`src/rtl/risc16_program_loader_pkg.sv`:
```
// Shared constants and state encoding for the RISC16 program loader.
package risc16_program_loader_pkg;

  localparam int unsigned DefWordLength = 16;
  localparam int unsigned DefAddrWidth  = 16;

  typedef enum logic [1:0] {
    StIdle = 2'b00,
    StLoad = 2'b01,
    StDone = 2'b10,
    StErr  = 2'b11
  } state_e;

endpackage

```
`src/rtl/risc16_program_loader.sv`:
```
// Streams instruction words into an external instruction memory while holding the CPU.
// Writes are registered one cycle after acceptance; overflow traps in a sticky error state.
module risc16_program_loader
  import risc16_program_loader_pkg::*;
#(
  parameter int unsigned WORD_LENGTH = DefWordLength,
  parameter int unsigned ADDR_WIDTH  = DefAddrWidth,
  parameter int unsigned MEM_SIZE    = 65536
) (
  input  logic                   clk,
  input  logic                   rst,
  input  logic                   pen,
  input  logic [ADDR_WIDTH-1:0]  base_addr,
  input  logic                   in_valid,
  input  logic [WORD_LENGTH-1:0] in_data,
  output logic                   in_ready,
  output logic                   mem_wen,
  output logic [ADDR_WIDTH-1:0]  mem_addr,
  output logic [WORD_LENGTH-1:0] mem_wdata,
  output logic [ADDR_WIDTH:0]    word_count,
  output logic [WORD_LENGTH-1:0] checksum,
  output logic                   cpu_hold,
  output logic                   load_done,
  output logic                   load_err
);

  localparam logic [ADDR_WIDTH:0] MemSizeW = (ADDR_WIDTH + 1)'(MEM_SIZE);

  state_e                 state_q, state_d;
  logic [ADDR_WIDTH-1:0]  ptr_q, ptr_d;
  logic [ADDR_WIDTH:0]    count_q, count_d;
  logic [WORD_LENGTH-1:0] csum_q, csum_d;
  logic                   wen_q, wen_d;
  logic [ADDR_WIDTH-1:0]  addr_q, addr_d;
  logic [WORD_LENGTH-1:0] wdata_q, wdata_d;
  logic                   err_q, err_d;
  logic                   pen_low_q, pen_low_d;

  always_ff @(posedge clk or negedge rst) begin
    if (!rst) begin
      state_q   <= StIdle;
      ptr_q     <= '0;
      count_q   <= '0;
      csum_q    <= '0;
      wen_q     <= 1'b0;
      addr_q    <= '0;
      wdata_q   <= '0;
      err_q     <= 1'b0;
      pen_low_q <= 1'b0;
    end else begin
      state_q   <= state_d;
      ptr_q     <= ptr_d;
      count_q   <= count_d;
      csum_q    <= csum_d;
      wen_q     <= wen_d;
      addr_q    <= addr_d;
      wdata_q   <= wdata_d;
      err_q     <= err_d;
      pen_low_q <= pen_low_d;
    end
  end

  always_comb begin
    state_d   = state_q;
    ptr_d     = ptr_q;
    count_d   = count_q;
    csum_d    = csum_q;
    wen_d     = 1'b0;
    addr_d    = addr_q;
    wdata_d   = wdata_q;
    err_d     = err_q;
    pen_low_d = pen_low_q;
    unique case (state_q)
      StIdle: begin
        if (pen) begin
          state_d = StLoad;
          ptr_d   = base_addr;
          count_d = '0;
          csum_d  = '0;
        end
      end
      StLoad: begin
        // Overflow wins over a simultaneous pen drop: the extra word is never written.
        if (in_valid && (count_q == MemSizeW)) begin
          state_d   = StErr;
          err_d     = 1'b1;
          pen_low_d = 1'b0;
        end else begin
          if (in_valid) begin
            wen_d   = 1'b1;
            addr_d  = ptr_q;
            wdata_d = in_data;
            ptr_d   = ptr_q + 1'b1;
            count_d = count_q + 1'b1;
            csum_d  = csum_q ^ in_data;
          end
          if (!pen) state_d = StDone;
        end
      end
      StDone: state_d = StIdle;
      StErr: begin
        // Leave only on a fresh pen rising edge seen after the error.
        if (!pen) begin
          pen_low_d = 1'b1;
        end else if (pen_low_q) begin
          state_d = StIdle;
          err_d   = 1'b0;
        end
      end
      default: state_d = StIdle;
    endcase
  end

  assign in_ready   = (state_q == StLoad);
  assign cpu_hold   = (state_q != StIdle);
  assign load_done  = (state_q == StDone);
  assign load_err   = err_q;
  assign mem_wen    = wen_q;
  assign mem_addr   = addr_q;
  assign mem_wdata  = wdata_q;
  assign word_count = count_q;
  assign checksum   = csum_q;

endmodule

```
`config.mk`:
```
export PLATFORM = sky130hd
export DESIGN_NAME = risc16_program_loader
export DESIGN_NICKNAME = d
export VERILOG_FILES = /design/src/rtl/risc16_program_loader_pkg.sv /design/src/rtl/risc16_program_loader.sv
export SDC_FILE = /design/constraint.sdc
export NUM_CORES = 1
export LEC_CHECK = 0
export BUFFER_PORTS_ARGS = -buffer_cell sky130_fd_sc_hd__buf_2
export CORE_ASPECT_RATIO = 0.9
export CORE_MARGIN = 3
export CORE_UTILIZATION = 55
export DETAILED_ROUTE_END_ITERATION = 12
export PLACE_DENSITY = 0.93
export SLEW_MARGIN = 15
export SYNTH_ARGS = -nofsm -noshare
export SYNTH_HDL_FRONTEND = slang
export SYNTH_SLANG_ARGS = --single-unit
```
`constraint.sdc`:
```
create_clock -name clk -period 5.35 [get_ports clk]
set_input_delay 0.8025 -clock clk [delete_from_list [all_inputs] [get_ports clk]]
set_output_delay 0.8025 -clock clk [all_outputs]
set_load 0.02 [all_outputs]
```
==> Word level (Yosys, flattened, before mapping) <==
Index checks and enable logic that the tools add are counted.
{ "totals": {"word_cells": 63, "ff_bits": 86, "in_bits": 36, "out_inout_bits": 70} }
{ "classes": {"n_eq_ne": 12, "n_reduce_logical": 10, "n_mux": 28, "n_bitwise": 2, "addsub": 2} }
{ "op_table": {"columns": ["operator", "count"], "rows": [
  ["$mux W16", 6],
  ["$pmux W16 S2", 2],
  ["$mux W17", 3],
  ["$pmux W17 S2", 1],
  ["$add A17 B1 Y17 const B", 1],
  ["$eq A17 B17 Y1 const B", 1],
  ["$add A16 B1 Y16 const B", 1],
  ["$xor A16 B16 Y16", 1],
  ["$ne A2 B2 Y1 const B", 6],
  ["$reduce_and A4 Y1", 3],
  ["$mux W2", 5],
  ["$mux W1", 8],
  ["$pmux W2 S4", 1],
  ["$reduce_and A3 Y1", 2],
  ["$reduce_bool A2 Y1", 3],
  ["$eq A2 B2 Y1 const B", 2],
  ["$pmux W1 S2", 2],
  ["$ne A3 B2 Y1 const B", 1],
  ["$eq A2 B1 Y1 const B", 1],
  ["$logic_not A2 Y1", 1],
  ["$ne A2 B1 Y1 const B", 1],
  ["$logic_and A1 B1 Y1", 1],
  ["$not A1 Y1", 1]
]} }

==> Depth between registers and ports, before layout <==
{ "logic_depth": {"ltp_word": 4, "ltp_mapped": 10, "ltp_nobuf": 6} }

==> Worst setup path before layout <==
OpenSTA, ideal clock, no wires.
{ "synth_timing": {"kind": "reg-to-reg", "start": "register count_q[0] (netlist: word_count[0])", "end": "register ptr_q[3]", "setup_ns": 0.126, "stages_incl_launch_ff": 8, "period_less_slack_ns": 2.365, "t_required_ns": 5.224, "t_arrival_ns": 2.239, "path_buffers": 1, "slack_ns": 2.985, "path_cell_list": "dfrtp_1 -> inv_1 -> ha_1 -> or4b_1 -> nor4_4 -> buf_2 -> nand2_1 -> a221o_1"} }
{ "synth_via": {"elab_chain_len": 4} }
{ "synth_lines": {"columns": ["item", "line_no", "rtl"], "rows": [
  ["start, declared", "risc16_program_loader.sv:31", "logic [ADDR_WIDTH:0] count_q, count_d;"],
  ["start signal, assigned", "risc16_program_loader.sv:53", "count_q <= count_d;"],
  ["$eq A17 B17 Y1", "risc16_program_loader.sv:84", "if (in_valid && (count_q == MemSizeW)) begin"],
  ["$logic_and A1 B1 Y1", "risc16_program_loader.sv:84", null],
  ["$ne A2 B2 Y1 (no line)", null, null],
  ["$reduce_and A4 Y1 (no line)", null, null],
  ["end signal, assigned", "risc16_program_loader.sv:52", "ptr_q <= ptr_d;"],
  ["end, declared", "risc16_program_loader.sv:30", "logic [ADDR_WIDTH-1:0] ptr_q, ptr_d;"]
]} }
No other way between the ends.
A chain may end at the register's enable or synchronous reset.

==> Worst setup path after layout <==
Same ends and word-level chain as after synthesis.

==> results.yml <==
run_status:
  outcome: "finished, final reports clean"
die:
  io_pins: 106
  die_h_um: 91.0
  fp.coreArea_um2: 7660
  die_x_um: 100
  fp-row-count: 30
  die_area_um2: 9150
  start_util: 0.577
synthesis:
  syn_nets: 488
  synth_edf_count: 0
  syn_inst: 449
  synth.ff_latch_count: 86
  synth_top_flop_cell: "dfrtp_1"
  ys_seq_area_frac: 0.487
  synth_area_um2: 4420
  synth_cell_types: 53
  postSynthAreaPerCell_um2: 9.84
  async_flop_share: 1.00
  synth.yosys.warnings: 0
detailed_routing:
  antenna_left: 0
  vias_per_cell: 6.47
  routed_wl_mm: 11.5
  vias: 4081
  drt_drc_violations_left: 0
  drt-initial-drc-count: 290
  drtPass1Iterations: 5
  drt-wirelength-per-cell_um: 18.3
sta:
  timing.hold.ws_ns: 0.375
  slew_violations: 0
  rsz0062_at_grt: "no"
  setup_violations: 0
  finalHoldViolCount: 0
  worst_pin_slew_ns: 1.13
  slew_headroom: 0.240
  period_minus_slack_ns: 3.23
  period_share: 0.603
  fmax_mhz: 310
  fin_tns_setup_ns: 0
  clock_skew_ns: 0.0104
worst_setup_path:
  cp_slowest_cell: "nor4_4"
  critPathTopFamily: "simple AND/OR/NAND/NOR gates"
  crit_type: "register to register"
  path_buf_inv: 2
  r2r-start: "word_count[0]"
  startpoint: "word_count[0]"
  cp-start-kind: "register"
  worstSetupEndpointType: "register"
  path_max_fanout: 30
  cp.required_ns: 5.61
  worstPathCellList: "inv_1 > ha_1 > or4b_1 > nor4_4 > buf_4 > nand2_1 > a221o_1"
  arrival_ns: 3.49
  cp_slowest_stage_delay_ns: 0.95
pwr:
  ir_worst_vdd_mv: 0.271
  p_leak_nw: 2.42
  finalPower_mw: 2.24
  powerDensity_nw_per_um2: 429
min_path:
  hold_path_class: "input pin to async pin"
cts:
  root_buffer: "clkbuf_8"
  cts_resized: 0
  hold_buffers: 0
  cts_buffers: 9
  htree_levels: 3
  cts_tree: "done"
  clk_latency_ns: 0.37
  cts_setup_buffers: 0
  clkSinkCount: 86
  clockBufferDepth: 2
  path_clk_slew_ns: 0.09
placement:
  gp_congestion: 0.838
  placed_cells: 614
  place_hpwl_mm: 7.76
  io_buffers: 105
  dpl_cell_area_um2: 4960
cells_and_area:
  final_nets: 569
  multiInputGateArea_um2: 2090
  finalInstanceArea_um2: 5230
  area_growth_pct: 18.3
  layout-drive-gt1-share: 0.277
  antenna_cells: 0
  final_cells: 631
  register_area_um2: 2150
  n_fill_cell: 587
global_route:
  grt_pass1_vias: 3854
  grt_overflow: 0
  antenna_found_initial: 0
  grt_usage: 0.260
  grt_max_degree: 87
  grt_pass1_wl_mm: 19.3
flow_run:
  maxCapViolCount: 0
## registers in the layout (all words and copies together), names as in the netlist
name and count:
checksum 16, load_err 1, mem_addr 16, mem_wdata 16, mem_wen 1, pen_low_q 1
ptr_q 16, state_q 2, word_count 17
## worst register-to-register path, cell delays in order (launching register included)
cell and delay, ns:
dfrtp_1 0.47, inv_1 0.09, ha_1 0.16, or4b_1 0.52
nor4_4 0.95, buf_4 0.48, nand2_1 0.13, a221o_1 0.32
## where the power goes
group          total, mW  internal (mW)  leakage (nW)  switching (mW)
clock              0.563          0.313         0.124           0.251
sequential         0.974          0.814          1.07           0.160
combinational      0.705          0.277          1.23           0.428
total               2.24           1.40          2.42           0.839
## cell usage after synthesis, types with 2 or more instances
cell | count | area [um^2]
dfrtp_1 | 86 | 2150
nand2_1 | 57 | 214
clkbuf_1 | 32 | 120
o21ai_0 | 28 | 140
nor2_1 | 23 | 86.3
a211oi_1 | 20 | 150
mux2i_1 | 17 | 170
mux2_2 | 16 | 180
a31oi_1 | 15 | 93.8
nand4_1 | 13 | 81.3
nand3_1 | 11 | 55.1
a21oi_1 | 10 | 50.1
and4_1 | 9 | 78.8
inv_1 | 9 | 33.8
a2bb2oi_1 | 8 | 70.1
a221oi_1 | 7 | 61.3
a41oi_1 | 7 | 61.3
buf_2 | 7 | 35.0
and3_1 | 6 | 37.5
nor4_1 | 6 | 37.5
a221o_1 | 5 | 50.1
nand2b_1 | 5 | 31.3
o22ai_1 | 5 | 31.3
and2_1 | 3 | 18.8
ha_1 | 3 | 37.5
o211ai_1 | 3 | 22.5
o31a_1 | 3 | 26.3
a2111o_1 | 2 | 22.5
a211o_1 | 2 | 17.5
a21o_1 | 2 | 15.0
a22o_1 | 2 | 17.5
nor3_1 | 2 | 10.0
nor4b_1 | 2 | 17.5
o221ai_1 | 2 | 17.5
o22a_1 | 2 | 17.5
or4b_1 | 2 | 20.0
## per-layer routing
layer	share of wire	GRT usage
met1	0.42	0.365
met2	0.49	0.412
met3	0.081	0.0515
met4	0.012	0.0718
met5	0	0
## cell usage in the layout (no fill, tap or decap), drive strengths merged, types with 9 or more instances in the layout
master	netlist	layout
inv	10	11
buf	8	110
mux2	16	16
nor2	23	23
nand4	13	13
nand2	57	57
clkbuf	32	9
and4	9	9
a31oi	15	15
a211oi	20	20
nand3	11	11
o21ai	29	29
dfrtp	86	86
mux2i	17	17
a21oi	11	11
## cell families (layout without fill, tap and decap cells)
kind of cell	after synthesis	in the layout	share of synthesized area
adders and majority gates	3	3	0.00849
AOI/OAI and AO/OA	131	131	0.210
DFF	86	86	0.487
buffers and inverters	50	136	0.0444
and+or+nand+nor	146	146	0.171
muxes	33	33	0.0793
## layout make-up
cell class,instances,area share
Clock buffer,9,0.0237
Timing Repair Buffer,110,0.112
Inverter,10,0.00718
Tap cell,96,0.0230
Multi-Input combinational cell,313,0.400
Sequential cell,86,0.411
Clock inverter,7,0.0232
## final timing paths
| kind | end | slack (ns) | cells past startpoint |
|---|---|---|---|
| min in group clk | checksum[10] | 0.47 | 1 |
| min | word_count[5] | 0.37 | 1 |
| max | ptr_q[3] | 2.12 | 7 |
| max in group asynchronous | checksum[3] | 4.36 | 2 |
| max reg2reg | ptr_q[3] | 2.12 | 7 |
| min reg2reg | checksum[10] | 0.47 | 1 |
## stage by stage
step | util | worst slack, ns
2_1_floorplan | - | 2.98
3_3_place_gp | 0.647 | 1.90
3_5_place_dp | 0.647 | 1.87
4_1_cts | 0.679 | 2.12
5_1_grt | 0.683 | 1.91
6_report | 0.683 | 2.12
Note: power is estimated with default switching activity, not from simulation.
